### src/rtl/smg_display_arbiter_pkg.sv
`default_nettype none
// +----------------------------------------------------------------------------+
// | smg_pkg                                                                     |
// | Shared types and constants for the seven-segment display arbiter.           |
// | Rev 1.0 - initial release                                                   |
// +----------------------------------------------------------------------------+
package smg_pkg;

   typedef enum logic [1:0] {
      IDLE   = 2'd0,
      OWN    = 2'd1,
      SWITCH = 2'd2
   } smg_state_e;

   localparam logic [1:0]  REQ_ALERT    = 2'd0;
   localparam logic [1:0]  REQ_TXN      = 2'd1;
   localparam logic [1:0]  REQ_IDLE     = 2'd2;
   localparam logic [5:0]  BLANK_ALL    = 6'b111111;
   localparam logic [15:0] T1MS_DEFAULT = 16'd49999;

   // Lowest index wins; the alert line always dominates.
   function automatic logic [1:0] smg_highest(input logic [2:0] req);
      logic [1:0] idx;
      idx = REQ_ALERT;
      if (req[REQ_ALERT])
         idx = REQ_ALERT;
      else if (req[REQ_TXN])
         idx = REQ_TXN;
      else if (req[REQ_IDLE])
         idx = REQ_IDLE;
      return idx;
   endfunction

endpackage
`default_nettype wire

### src/rtl/smg_display_arbiter_if.sv
`default_nettype none
// +----------------------------------------------------------------------------+
// | smg_display_arbiter_if                                                      |
// | Requester and display-side signals of the display arbiter.                  |
// | Rev 1.0 - initial release                                                   |
// +----------------------------------------------------------------------------+
interface smg_display_arbiter_if;
   logic [2:0]  Req;
   logic [23:0] Data0;
   logic [23:0] Data1;
   logic [23:0] Data2;
   logic [5:0]  Blank0;
   logic [5:0]  Blank1;
   logic [5:0]  Blank2;
   logic [2:0]  Grant;
   logic [23:0] Disp_Data;
   logic [5:0]  Disp_Blank;
   logic        Hold_Busy;

   modport slave (
      input  Req, Data0, Data1, Data2, Blank0, Blank1, Blank2,
      output Grant, Disp_Data, Disp_Blank, Hold_Busy
   );

   modport master (
      output Req, Data0, Data1, Data2, Blank0, Blank1, Blank2,
      input  Grant, Disp_Data, Disp_Blank, Hold_Busy
   );
endinterface
`default_nettype wire

### src/rtl/smg_display_arbiter_ms_tick.sv
`default_nettype none
// +----------------------------------------------------------------------------+
// | smg_ms_tick                                                                 |
// | Free-running 1 ms tick generator; tick is high for one clock per period.    |
// | Rev 1.0 - initial release                                                   |
// +----------------------------------------------------------------------------+
module smg_ms_tick
   import smg_pkg::*;
#(
   parameter logic [15:0] T1MS = T1MS_DEFAULT
) (
   input  logic clk,
   input  logic rst_n,
   output logic tick
);

   logic [15:0] c1_q;
   logic [15:0] c1_d;

   always_comb begin
      tick = (c1_q == T1MS);
      c1_d = tick ? 16'd0 : c1_q + 16'd1;
   end

   always_ff @(posedge clk or negedge rst_n) begin
      if (!rst_n)
         c1_q <= 16'd0;
      else
         c1_q <= c1_d;
   end

endmodule
`default_nettype wire

### src/rtl/smg_display_arbiter.sv
`default_nettype none
// +----------------------------------------------------------------------------+
// | smg_display_arbiter                                                         |
// | Fixed-priority time-share of the 6-digit display with minimum hold time.    |
// | Optional alert blinking when SMG_BLINK_EN is defined.                       |
// | Rev 1.0 - initial release                                                   |
// +----------------------------------------------------------------------------+
module smg_display_arbiter
   import smg_pkg::*;
#(
   parameter logic [15:0] T1MS     = T1MS_DEFAULT,
   parameter logic [15:0] HOLD_MS  = 16'd500,
   parameter logic [15:0] BLINK_MS = 16'd250
) (
   input  logic                  CLK,
   input  logic                  RSTn,
   smg_display_arbiter_if.slave  bus
);

   smg_state_e  state_q, state_d;
   logic [1:0]  owner_q, owner_d;
   logic [15:0] hold_cnt_q, hold_cnt_d;
   logic [23:0] disp_data_q, disp_data_d;
   logic [5:0]  disp_blank_q, disp_blank_d;

   logic        tick;
   logic        hold_ok;
   logic [1:0]  win;
   logic [23:0] win_data, own_data;
   logic [5:0]  win_blank, own_blank;
   logic [2:0]  higher_mask;
   logic        higher_req;
   logic        own_req;
   logic        enter_own;

   smg_ms_tick #(.T1MS(T1MS)) u_ms_tick (
      .clk   (CLK),
      .rst_n (RSTn),
      .tick  (tick)
   );

   always_comb begin
      win = smg_highest(bus.Req);
      case (win)
         REQ_TXN:  begin win_data = bus.Data1; win_blank = bus.Blank1; end
         REQ_IDLE: begin win_data = bus.Data2; win_blank = bus.Blank2; end
         default:  begin win_data = bus.Data0; win_blank = bus.Blank0; end
      endcase
      case (owner_q)
         REQ_TXN:  begin own_data = bus.Data1; own_blank = bus.Blank1; end
         REQ_IDLE: begin own_data = bus.Data2; own_blank = bus.Blank2; end
         default:  begin own_data = bus.Data0; own_blank = bus.Blank0; end
      endcase
      higher_mask = (3'b001 << owner_q) - 3'b001;
      higher_req  = |(bus.Req & higher_mask);
      own_req     = |(bus.Req & (3'b001 << owner_q));
      hold_ok     = (hold_cnt_q >= HOLD_MS);
   end

   always_comb begin
      state_d      = state_q;
      owner_d      = owner_q;
      hold_cnt_d   = hold_cnt_q;
      disp_data_d  = disp_data_q;
      disp_blank_d = disp_blank_q;
      enter_own    = 1'b0;

      case (state_q)
         IDLE: begin
            disp_blank_d = BLANK_ALL;
            enter_own    = (bus.Req != 3'b000);
         end
         OWN: begin
            // Once the owner lets go, its last captured value stays frozen.
            if (own_req) begin
               disp_data_d  = own_data;
               disp_blank_d = own_blank;
            end
            if (tick && (hold_cnt_q < HOLD_MS))
               hold_cnt_d = hold_cnt_q + 16'd1;
            if (hold_ok) begin
               if (higher_req || (!own_req && (bus.Req != 3'b000))) begin
                  state_d = SWITCH;
               end else if (bus.Req == 3'b000) begin
                  state_d      = IDLE;
                  disp_blank_d = BLANK_ALL;
               end
            end
         end
         SWITCH: begin
            if (bus.Req != 3'b000) begin
               enter_own = 1'b1;
            end else begin
               state_d      = IDLE;
               disp_blank_d = BLANK_ALL;
            end
         end
         default: begin
            state_d      = IDLE;
            disp_blank_d = BLANK_ALL;
         end
      endcase

      if (enter_own) begin
         state_d      = OWN;
         owner_d      = win;
         hold_cnt_d   = 16'd0;
         disp_data_d  = win_data;
         disp_blank_d = win_blank;
      end
   end

   always_ff @(posedge CLK or negedge RSTn) begin
      if (!RSTn) begin
         state_q      <= IDLE;
         owner_q      <= REQ_ALERT;
         hold_cnt_q   <= 16'd0;
         disp_data_q  <= 24'h000000;
         disp_blank_q <= BLANK_ALL;
      end else begin
         state_q      <= state_d;
         owner_q      <= owner_d;
         hold_cnt_q   <= hold_cnt_d;
         disp_data_q  <= disp_data_d;
         disp_blank_q <= disp_blank_d;
      end
   end

   assign bus.Grant     = (state_q == OWN) ? (3'b001 << owner_q) : 3'b000;
   assign bus.Disp_Data = disp_data_q;
   assign bus.Hold_Busy = (state_q == OWN) && !hold_ok;

`ifdef SMG_BLINK_EN
   logic        blink_off_q, blink_off_d;
   logic [15:0] blink_cnt_q, blink_cnt_d;

   // Phase restarts "on" whenever the alert is not the current owner.
   always_comb begin
      blink_off_d = 1'b0;
      blink_cnt_d = 16'd0;
      if ((state_q == OWN) && (owner_q == REQ_ALERT)) begin
         blink_off_d = blink_off_q;
         blink_cnt_d = blink_cnt_q;
         if (tick) begin
            if (({1'b0, blink_cnt_q} + 17'd1) >= {1'b0, BLINK_MS}) begin
               blink_off_d = !blink_off_q;
               blink_cnt_d = 16'd0;
            end else begin
               blink_cnt_d = blink_cnt_q + 16'd1;
            end
         end
      end
   end

   always_ff @(posedge CLK or negedge RSTn) begin
      if (!RSTn) begin
         blink_off_q <= 1'b0;
         blink_cnt_q <= 16'd0;
      end else begin
         blink_off_q <= blink_off_d;
         blink_cnt_q <= blink_cnt_d;
      end
   end

   assign bus.Disp_Blank = blink_off_q ? BLANK_ALL : disp_blank_q;
`else
   logic [15:0] blink_ms_unused;
   assign blink_ms_unused = BLINK_MS;
   assign bus.Disp_Blank  = disp_blank_q;
`endif

endmodule
`default_nettype wire

### src/flat_wrapper.sv
// flat-port wrapper written by rule: the top's interface ports become plain ports
module smg_display_arbiter_flat import smg_pkg::*;
#(
   parameter logic [15:0] T1MS     = T1MS_DEFAULT,
   parameter logic [15:0] HOLD_MS  = 16'd500,
   parameter logic [15:0] BLINK_MS = 16'd250
)
  (CLK, RSTn, bus_Req, bus_Data0, bus_Data1, bus_Data2, bus_Blank0, bus_Blank1, bus_Blank2, bus_Grant, bus_Disp_Data, bus_Disp_Blank, bus_Hold_Busy);
  smg_display_arbiter_if bus_i ();
  input  logic CLK;
  input  logic RSTn;
  input wire logic [$bits(bus_i.Req)-1:0] bus_Req;
  input wire logic [$bits(bus_i.Data0)-1:0] bus_Data0;
  input wire logic [$bits(bus_i.Data1)-1:0] bus_Data1;
  input wire logic [$bits(bus_i.Data2)-1:0] bus_Data2;
  input wire logic [$bits(bus_i.Blank0)-1:0] bus_Blank0;
  input wire logic [$bits(bus_i.Blank1)-1:0] bus_Blank1;
  input wire logic [$bits(bus_i.Blank2)-1:0] bus_Blank2;
  output wire logic [$bits(bus_i.Grant)-1:0] bus_Grant;
  output wire logic [$bits(bus_i.Disp_Data)-1:0] bus_Disp_Data;
  output wire logic [$bits(bus_i.Disp_Blank)-1:0] bus_Disp_Blank;
  output wire logic [$bits(bus_i.Hold_Busy)-1:0] bus_Hold_Busy;
  assign bus_i.Req = bus_Req;
  assign bus_i.Data0 = bus_Data0;
  assign bus_i.Data1 = bus_Data1;
  assign bus_i.Data2 = bus_Data2;
  assign bus_i.Blank0 = bus_Blank0;
  assign bus_i.Blank1 = bus_Blank1;
  assign bus_i.Blank2 = bus_Blank2;
  assign bus_Grant = bus_i.Grant;
  assign bus_Disp_Data = bus_i.Disp_Data;
  assign bus_Disp_Blank = bus_i.Disp_Blank;
  assign bus_Hold_Busy = bus_i.Hold_Busy;
  smg_display_arbiter #(.T1MS(T1MS), .HOLD_MS(HOLD_MS), .BLINK_MS(BLINK_MS)) u_core (.CLK(CLK), .RSTn(RSTn), .bus(bus_i));
endmodule
### config.mk
export PLATFORM = sky130hd
export DESIGN_NAME = smg_display_arbiter_flat
export DESIGN_NICKNAME = d
export VERILOG_FILES = /design/src/rtl/smg_display_arbiter_pkg.sv /design/src/rtl/smg_display_arbiter_if.sv /design/src/rtl/smg_display_arbiter_ms_tick.sv /design/src/rtl/smg_display_arbiter.sv /design/src/flat_wrapper.sv
export SDC_FILE = /design/constraint.sdc
export NUM_CORES = 1
export LEC_CHECK = 0
export CORE_MARGIN = 2
export CORE_UTILIZATION = 50
export CTS_BUF_LIST = sky130_fd_sc_hd__clkbuf_4 sky130_fd_sc_hd__clkbuf_8
export DETAILED_ROUTE_END_ITERATION = 12
export GPL_ROUTABILITY_DRIVEN = 0
export PLACE_DENSITY = 0.94
export SLEW_MARGIN = 20
export SYNTH_ARGS = -nofsm -noshare
export SYNTH_HDL_FRONTEND = slang
export SYNTH_SLANG_ARGS = --single-unit
### constraint.sdc
create_clock -name CLK -period 3.4 [get_ports CLK]
set_clock_uncertainty 0.05 [all_clocks]
set_input_delay 0.51 -clock CLK [delete_from_list [all_inputs] [get_ports CLK]]
set_output_delay 0.51 -clock CLK [all_outputs]
set_load 0.1 [all_outputs]
==> reports/metrics.yaml <==
synth_area_per_cell_um2: 8.811
avgRoutedWirePerCell_um: 19.08
fin_nets: 673
synth_seq_cells: 66
finalSetupTns_ps: 0
io_buffers: 128
maxCapViolCount: 0
post-cts-setup-buffer-count: 0
drv_slew: 0
die_area_um2: 8750
synth-edff-count: 0
route.antenna.remaining_nets: 0
utilization: 0.7212
drc: 0
finalCritPeriodShare: 0.7550
finalHoldViolCount: 0
grt_start_max_net_pins: 38
fin_area_um2: 5602
final_cells: 678
die_w_um: 93.54
numCtsBuffers: 9
overflow: 0
drive_above_1_share: 0.09201
slew_headroom: 0.3347
clock_sinks: 66
synth_cell_types: 43
die_height_um: 93.54
power_density_nw_per_um2: 480.1
max_freq_ghz: 0.3896
yosys_warnings: 0
cp_slowest_stage_delay_ps: 400
start_util: 0.5161
cts_hold_buffers: 0
regToRegStartpoint: "u_core.owner_q[0]$_DFFE_PN0P_"
placed_cells: 662
syn_inst: 455
cts_tree: "built"
rows: 32
cts_resized: 0
yosysTopAreaCell: "dfrtp_1"
path_cells: "inv_1 -> ha_1 -> buf_4 -> inv_1 -> nor2_1 -> buf_4"
worst_path_max_delay_cell: "dfrtp_1"
status: "finished clean"
wl_um: 12940
worstSetupStartpointType: "flip-flop"
min_path_type: "input port to async pin"
ys_top_cells_by_area: "dfrtp_1, a22oi_1, a21oi_1"
synth_area_um2: 4009
postPlaceCellArea_um2: 5374
ys.flop_type: "dfrtp_1"
cts_htree_levels: 3
yosysSeqAreaShare: 0.4139
min_period_ps: 2567
rsz0062_at_grt: "false"
cts_root_buf: "clkbuf_8"
total_power_mw: 2.690
finalSetupViolCount: 0
cts_buffer_depth: 2
vdd_drop_max_mv: 0.2247
grt_pass1_wl_um: 21020
worstSetupPathType: "flip-flop to primary output"
core_um2: 7767
vias: 4459
antenna_cells: 0
p_leak_nw: 2.227
synth-async-reset-ratio: 1.000
synth_nets: 557
areaGrowthSynthToFinish_pct: 39.73
drtIter0Drc: 402
required_ps: 2840
grt_usage: 0.3041
crit_start: "u_core.owner_q[1]$_DFFE_PN0P_"
hpwl_um: 8790
num_io_pins: 129
cp_max_fo: 32
clk_pin_slew_ps: 80
first_pass_iters: 5
crit_path_end_kind: "primary output"
synth.top_cell.area_share: 0.3745
grt_pass1_vias: 4314
antenna_found_initial: 0
arrival_ps: 2010
clk-insertion-delay-late_ps: 350
vias_per_cell: 6.577
tightest_slew_ps: 994.8
==> cell usage in the layout (no fill, tap or decap), types with 6 or more instances in the layout <==
master and count:
nor3_1 6, a221o_1 14, a32oi_1 7, a21oi_1 42, dfstp_2 6, ha_1 7, a211oi_1 16, clkbuf_8 10
nand2_1 41, nand3_1 12, nand4_1 7, clkdlybuf4s50_1 117, a22oi_1 60, nor2_1 40, buf_4 23, a31oi_1 10
xnor2_1 7, inv_1 10, dfrtp_1 60, a2111oi_0 10, and2_1 11
==> cell families (layout without fill, tap and decap cells) <==
kind of cell	Yosys count	in the layout	share of synthesized area
multiplexers	2	2	0.004994
AND/OR/NAND/NOR	143	143	0.1710
XOR/XNOR	12	12	0.02622
flip-flops	66	66	0.4139
buffers and inverters	47	168	0.04557
AO/OA/AOI/OAI	178	178	0.3165
adder cells (fa/ha/maj)	7	7	0.02185
==> per-stage QoR <==
step	setup slack, ps	hold slack (ps)
CTS	881.1	227.8
detailed placement	638.6	425.2
global route	740.9	271.5
global placement	741.0	419.7
finish	833.1	222.8
floorplan	428.4	164.4
==> synth_stat cells (2+ instances only) <==
cell type and number:
nor2_2 2, nand3_1 12, o31ai_1 4, nor2b_1 2
a2111oi_0 10, a32oi_1 7, o211ai_1 4, dfrtp_1 60
or4_1 4, and4_1 2, nor4_1 4, a211oi_1 16
nor3_1 6, and2_1 11, ha_1 7, dfstp_2 6
and3_1 3, a31oi_1 10, inv_1 10, mux2i_1 2
nand4_1 7, nand2_1 41, clkbuf_1 34, xor2_1 5
buf_2 2, or3_1 2, nor2_1 41, o21ai_0 5
xnor2_1 7, a22oi_1 60, a221o_1 14, a21oi_1 42
nand2b_1 3
==> registers in the layout (all words and copies together) (netlist names) <==
signal,count
u_core.bus.Disp_Data,24
u_core.hold_cnt_q,16
u_core.u_ms_tick.c1_q,16
u_core.bus.Disp_Blank,6
u_core.owner_q,2
u_core.state_q,2
==> power breakdown <==
group / switching [mW] / internal (mW) / total, mW
registers: 0.0484 / 0.862 / 0.910
logic: 0.720 / 0.305 / 1.03
clock network: 0.320 / 0.434 / 0.754
total: 1.09 / 1.60 / 2.69
==> critical path: cells and delay by family, from the launching register on <==
family,cells,cell delay (ps)
simple gates,1,160
buf+inv,4,920
fa+ha+maj,1,170
flops,1,400
==> per-layer routing <==
metal	share of wire	track usage	vias to the layer above	wire length [um]
li1	-	-	1990	-
met2	0.49	0.5126	305	6299
met3	0.095	0.05399	63	1226
met1	0.38	0.3794	2101	4918
met5	0	0	-	0
met4	0.038	0.1425	0	493
==> worst paths after layout <==
check | slack (ps) | to | cells after the start
worst max-delay path | 830 | bus_Grant[1] | 6
worst min register to register | 440 | u_core.u_ms_tick.c1_q[0]$_DFF_PN0_ | 1
worst min-delay path | 220 | u_core.hold_cnt_q[10]$_DFFE_PN0P_ | 1
max in group asynchronous | 2330 | u_core.hold_cnt_q[3]$_DFFE_PN0P_ | 2
worst max register to register | 960 | u_core.bus.Disp_Data[5]$_DFFE_PN0P_ | 7
min in group CLK | 440 | u_core.u_ms_tick.c1_q[0]$_DFF_PN0_ | 1
==> final cells by class <==
| class | instances | area (um^2) |
|---|---|---|
| clock buffers | 10 | 137.6 |
| fillers | 564 | 2166 |
| clock inverters | 6 | 90.09 |
| inverters | 10 | 37.54 |
| well taps | 102 | 127.6 |
| repair buffers | 142 | 1369 |
| flip-flops and latches | 66 | 1659 |
| multi-input cells | 342 | 2181 |
Power figures use the tool's default switching activity.
==> edit 1: new RTL, same flow settings <==
Re-encode `smg_state_e` (3 states) as one-hot, 3 bits wide.
--- a/src/rtl/smg_display_arbiter_pkg.sv
+++ b/src/rtl/smg_display_arbiter_pkg.sv
@@ -6,10 +6,10 @@
 // +----------------------------------------------------------------------------+
 package smg_pkg;
 
-   typedef enum logic [1:0] {
-      IDLE   = 2'd0,
-      OWN    = 2'd1,
-      SWITCH = 2'd2
+   typedef enum logic [2:0] {
+      IDLE   = 3'b001,
+      OWN    = 3'b010,
+      SWITCH = 3'b100
    } smg_state_e;
 
    localparam logic [1:0]  REQ_ALERT    = 2'd0;
Function: no difference found for any inputs over 10 cycles, from zero or initial values and one cycle with RSTn low; not proved beyond that.
==> edit 1 against the unedited design <==
  * Area after synthesis is 0.87% higher
  * Worst setup slack worse by 0.070 ns
  * Final cell count is 1.0% higher
  * Final area is 1.1% higher
  * Non-clock buffer count is 2 higher
  * Sequential cell count is 1 higher
  * Critical path depth is 2 lower
  * Wire length is 0.14% higher
  * Synthesized cell count is 1.3% higher
  * Largest cell class unchanged
Power is not compared: it rests on default switching activity, and its combinational part moved more than twofold at a synthesized area within 25%.
==> edit 1: results <==
metrics = {
    "outcome": {
        "status": "completed",
    },
    "finish": {
        "antenna_cells": 0,
        "stdcell_count": 685,
        "largest_reg_flops": 24,
        "fillCellCount": 535,
        "fin_nets": 681,
        "layout-drive-gt1-share": 0.103,
    },
    "critical_path": {
        "reg2reg_from": "u_core.owner_q[1]",
        "arrival_ns": 2.08,
        "r2r_setup_slack_ns": 1.03,
        "startpoint": "u_core.state_q[1]",
        "cp-endpoint": "bus_Hold_Busy",
        "r2r_end": "u_core.bus.Disp_Data[10]",
        "critPathMaxFanout": 7,
    },
    "cts": {
        "cts_buffers": 9,
        "clk_latency_ns": 0.36,
    },
    "synthesis": {
        "synthAdderAreaFrac": 0.0248,
        "synth_common_cells": "dfrtp_1 (60), a21oi_1 (52), nor2_1 (51)",
        "synthDistinctLibCells": 43,
        "synthArstFlopShare": 1.00,
        "synthTopCellsByArea": "dfrtp_1 (37%), a22oi_1 (9.3%), a211oi_1 (7.1%)",
        "synth_mux_area_frac": 0.00743,
        "yosysWarnings": 0,
        "synth_compound_area_frac": 0.322,
        "synth-xor-area-share": 0.0303,
        "syn_nets": 564,
        "synth_seq_area_share": 0.417,
        "netlist_instances": 461,
    },
    "grt": {
        "grt_pass1_vias": 4218,
        "grt_pass1_wl_um": 20300,
        "grt_usage": 0.295,
        "grt_max_degree": 48,
    },
    "worst_hold_path": {
        "holdPathEnd": "u_core.hold_cnt_q[8]",
        "hold_class": "register to register",
        "hp-start": "u_core.hold_cnt_q[8]",
    },
    "timing": {
        "worst_slew_pin_slew_ns": 1.02,
        "max_freq_mhz": 379,
        "fin_worst_hold_slack_ns": 0.433,
    },
    "placement": {
        "place.port_buffers": 128,
        "dp.cells": 668,
        "post-place-ws_ns": 0.788,
        "placed_cell_area_um2": 5410,
        "dp_hpwl_um": 8640,
    },
    "routing": {
        "routedWlPerCell_um": 18.9,
        "via_per_inst": 6.41,
        "drt_iter0_markers": 349,
    },
}
## edit 1: cell count changes in the layout (fill, tap and decap cells not counted), moves of 7 or more
cell | unedited run | this run
nor2_1 | 40 | 49
a21oi_1 | 42 | 52
a32oi_1 | 7 | 0
a221o_1 | 14 | 0
a22oi_1 | 60 | 50
a211oi_1 | 16 | 38
a2111oi_0 | 10 | 0
o21ai_0 | 5 | 22
a22o_1 | 1 | 16
nand2_1 | 41 | 24
## edit 1: repair_timing
action                     in CTS  in global routing
hold endpoints to repair        5                  0
hold buffers                    1                  0
setup endpoints to repair       0                  0
setup buffers                   0                  0
## edit 1: per-layer routing
layer | part of all wire | GRT usage
met5 | 0 | 0
met4 | 0.038 | 0.162
met3 | 0.088 | 0.0650
met2 | 0.49 | 0.479
met1 | 0.39 | 0.366
## edit 1: power breakdown
part | total, mW | switching, mW | internal, mW
logic | 3.34 | 2.45 | 0.893
clock network | 0.820 | 0.324 | 0.496
registers | 1.16 | 0.132 | 1.02
## edit 1: logic make-up (layout without fill, tap and decap cells)
family / Yosys count / after routing
AO/OA/AOI/OAI: 196 / 196
AND/OR/NAND/NOR: 127 / 127
flip-flops: 67 / 67
buffers and inverters: 46 / 168
XOR/XNOR: 14 / 14
adder cells (fa/ha/maj): 8 / 8
multiplexers: 3 / 3
## edit 1: layout make-up
type                       instances  area [µm²]  share of cell area
timing repair buffer             144        1390               0.245
clock buffer                      10         131              0.0232
sequential                        67        1690               0.298
inverter                           8        30.0             0.00530
tap                              102         128              0.0225
multi-input combinational        348        2190               0.386
clock inverter                     6         114              0.0201
## edit 1: critical path, stage by stage (launching register included)
cell     delay [ns]
dfrtp_1        0.43
or3b_4         0.42
or3_1          0.48
inv_1          0.11
buf_4          0.29
==> edit 2: new RTL, same flow settings <==
Without the edit above. `HOLD_MS` is set to 16'd500 in 2 places; all go to 16'd375.
--- a/src/rtl/smg_display_arbiter.sv
+++ b/src/rtl/smg_display_arbiter.sv
@@ -9,7 +9,7 @@
    import smg_pkg::*;
 #(
    parameter logic [15:0] T1MS     = T1MS_DEFAULT,
-   parameter logic [15:0] HOLD_MS  = 16'd500,
+   parameter logic [15:0] HOLD_MS  = 16'd375,
    parameter logic [15:0] BLINK_MS = 16'd250
 ) (
    input  logic                  CLK,
--- a/src/flat_wrapper.sv
+++ b/src/flat_wrapper.sv
@@ -2,7 +2,7 @@
 module smg_display_arbiter_flat import smg_pkg::*;
 #(
    parameter logic [15:0] T1MS     = T1MS_DEFAULT,
-   parameter logic [15:0] HOLD_MS  = 16'd500,
+   parameter logic [15:0] HOLD_MS  = 16'd375,
    parameter logic [15:0] BLINK_MS = 16'd250
 )
   (CLK, RSTn, bus_Req, bus_Data0, bus_Data1, bus_Data2, bus_Blank0, bus_Blank1, bus_Blank2, bus_Grant, bus_Disp_Data, bus_Disp_Blank, bus_Hold_Busy);
Formal check against the unedited RTL: no difference found for any inputs over 10 cycles, from zero or initial values and one cycle with RSTn low; that may be too few to reach the edited logic, so the function may still have changed.
==> edit 2 against the unedited design <==
  * Via count decreased by 4.0%
  * Worst setup slack got worse by 0.21 ns
  * Critical path type unchanged
  * Area after synthesis decreased by 0.34%
  * Highest routed layer unchanged
  * Count of clock-buffer cells in the layout increased by 1
  * Hold slack got worse by 0.18 ns
  * Non-clock buffer count unchanged
  * Wire length decreased by 0.99%
  * Final area decreased by 0.76%
  * Global-route usage decreased by 1.0 points
  * Sequential cell count unchanged
Power is not compared: it rests on default switching activity, and its combinational part moved more than twofold at a synthesized area within 25%.
==> edit 2: results <==
metrics = {
    "outcome": {
        "status": "completed",
    },
    "synthesis": {
        "synth-xor-area-share": 0.0329,
        "synthTopCellsByArea": "dfrtp_1 (38%), a211oi_1 (7.7%), a22oi_1 (7.7%)",
        "synth_common_cells": "dfrtp_1 (60), a21oi_1 (51), nor2_1 (50)",
        "synthDistinctLibCells": 48,
        "synth_compound_area_frac": 0.323,
        "netlist_instances": 449,
        "synthAdderAreaFrac": 0.0188,
        "synth_mux_area_frac": 0.00251,
    },
    "placement": {
        "placed_cell_area_um2": 5350,
        "dp_hpwl_um": 8740,
    },
    "routing": {
        "dr.pass1.iters": 6,
        "wl_um": 12800,
        "routedWlPerCell_um": 19.1,
    },
    "timing": {
        "relSlewSlack": 0.297,
    },
    "finish": {
        "layout-drive-gt1-share": 0.102,
        "fin_nets": 666,
    },
    "critical_path": {
        "max_stage_delay_ns": 0.42,
        "r2r_end": "u_core.bus.Disp_Data[15]",
        "arrival_ns": 2.22,
        "reg2reg_from": "u_core.owner_q[1]",
        "rr_worst_depth": 9,
        "critical_path.top_delay_family": "simple AND/OR/NAND/NOR gates",
    },
    "grt": {
        "grt_usage": 0.294,
        "grt_pass1_vias": 4261,
    },
}
edit 2: changes by cell type after synthesis, moves of 10 or more:
cell,delta
nand2_1,-21
a22o_1,+12
o21ai_0,+12
a211oi_1,+25
a22oi_1,-19
a2111oi_0,-10
edit 2: kinds of logic (layout without fill, tap and decap cells):
family	count (synthesis)	in the layout
AOI/OAI and AO/OA	192	192
xor gates and xnor gates	15	15
adders and majority gates	6	6
buffers and inverters	44	165
DFF	66	66
muxes	1	1
and+or+nand+nor	125	125
edit 2: metal layers:
layer	share of wire	GRT usage
met3	0.086	0.0475
met4	0.020	0.121
met2	0.50	0.493
met1	0.39	0.379
met5	0	0
edit 2: final cells by class:
| class | count | area (µm²) |
|---|---|---|
| fill | 566 | 2170 |
| multi-input combinational | 339 | 2160 |
| sequential | 66 | 1660 |
| timing repair buffer | 142 | 1370 |
| clock buffer | 11 | 151 |
| tap | 102 | 128 |
| clock inverter | 5 | 61.3 |
| inverter | 7 | 26.3 |
edit 2: how the worst min path moves through the flow:
stage               cells past startpoint                        end  slack [ns]                      start
CTS                                     1  u_core.u_ms_tick.c1_q[14]        0.05                       RSTn
global route                            1  u_core.u_ms_tick.c1_q[14]        0.06                       RSTn
floorplan                               0    u_core.bus.Disp_Data[0]        0.16                       RSTn
global placement                        1  u_core.u_ms_tick.c1_q[15]        0.41  u_core.u_ms_tick.c1_q[15]
finish                                  1  u_core.u_ms_tick.c1_q[13]        0.04                       RSTn
detailed placement                      1       u_core.hold_cnt_q[9]        0.42       u_core.hold_cnt_q[9]
edit 2: where the power goes:
part	switching, mW	internal (mW)
registers	0.149	1.04
logic	2.50	0.968
clock network	0.326	0.381
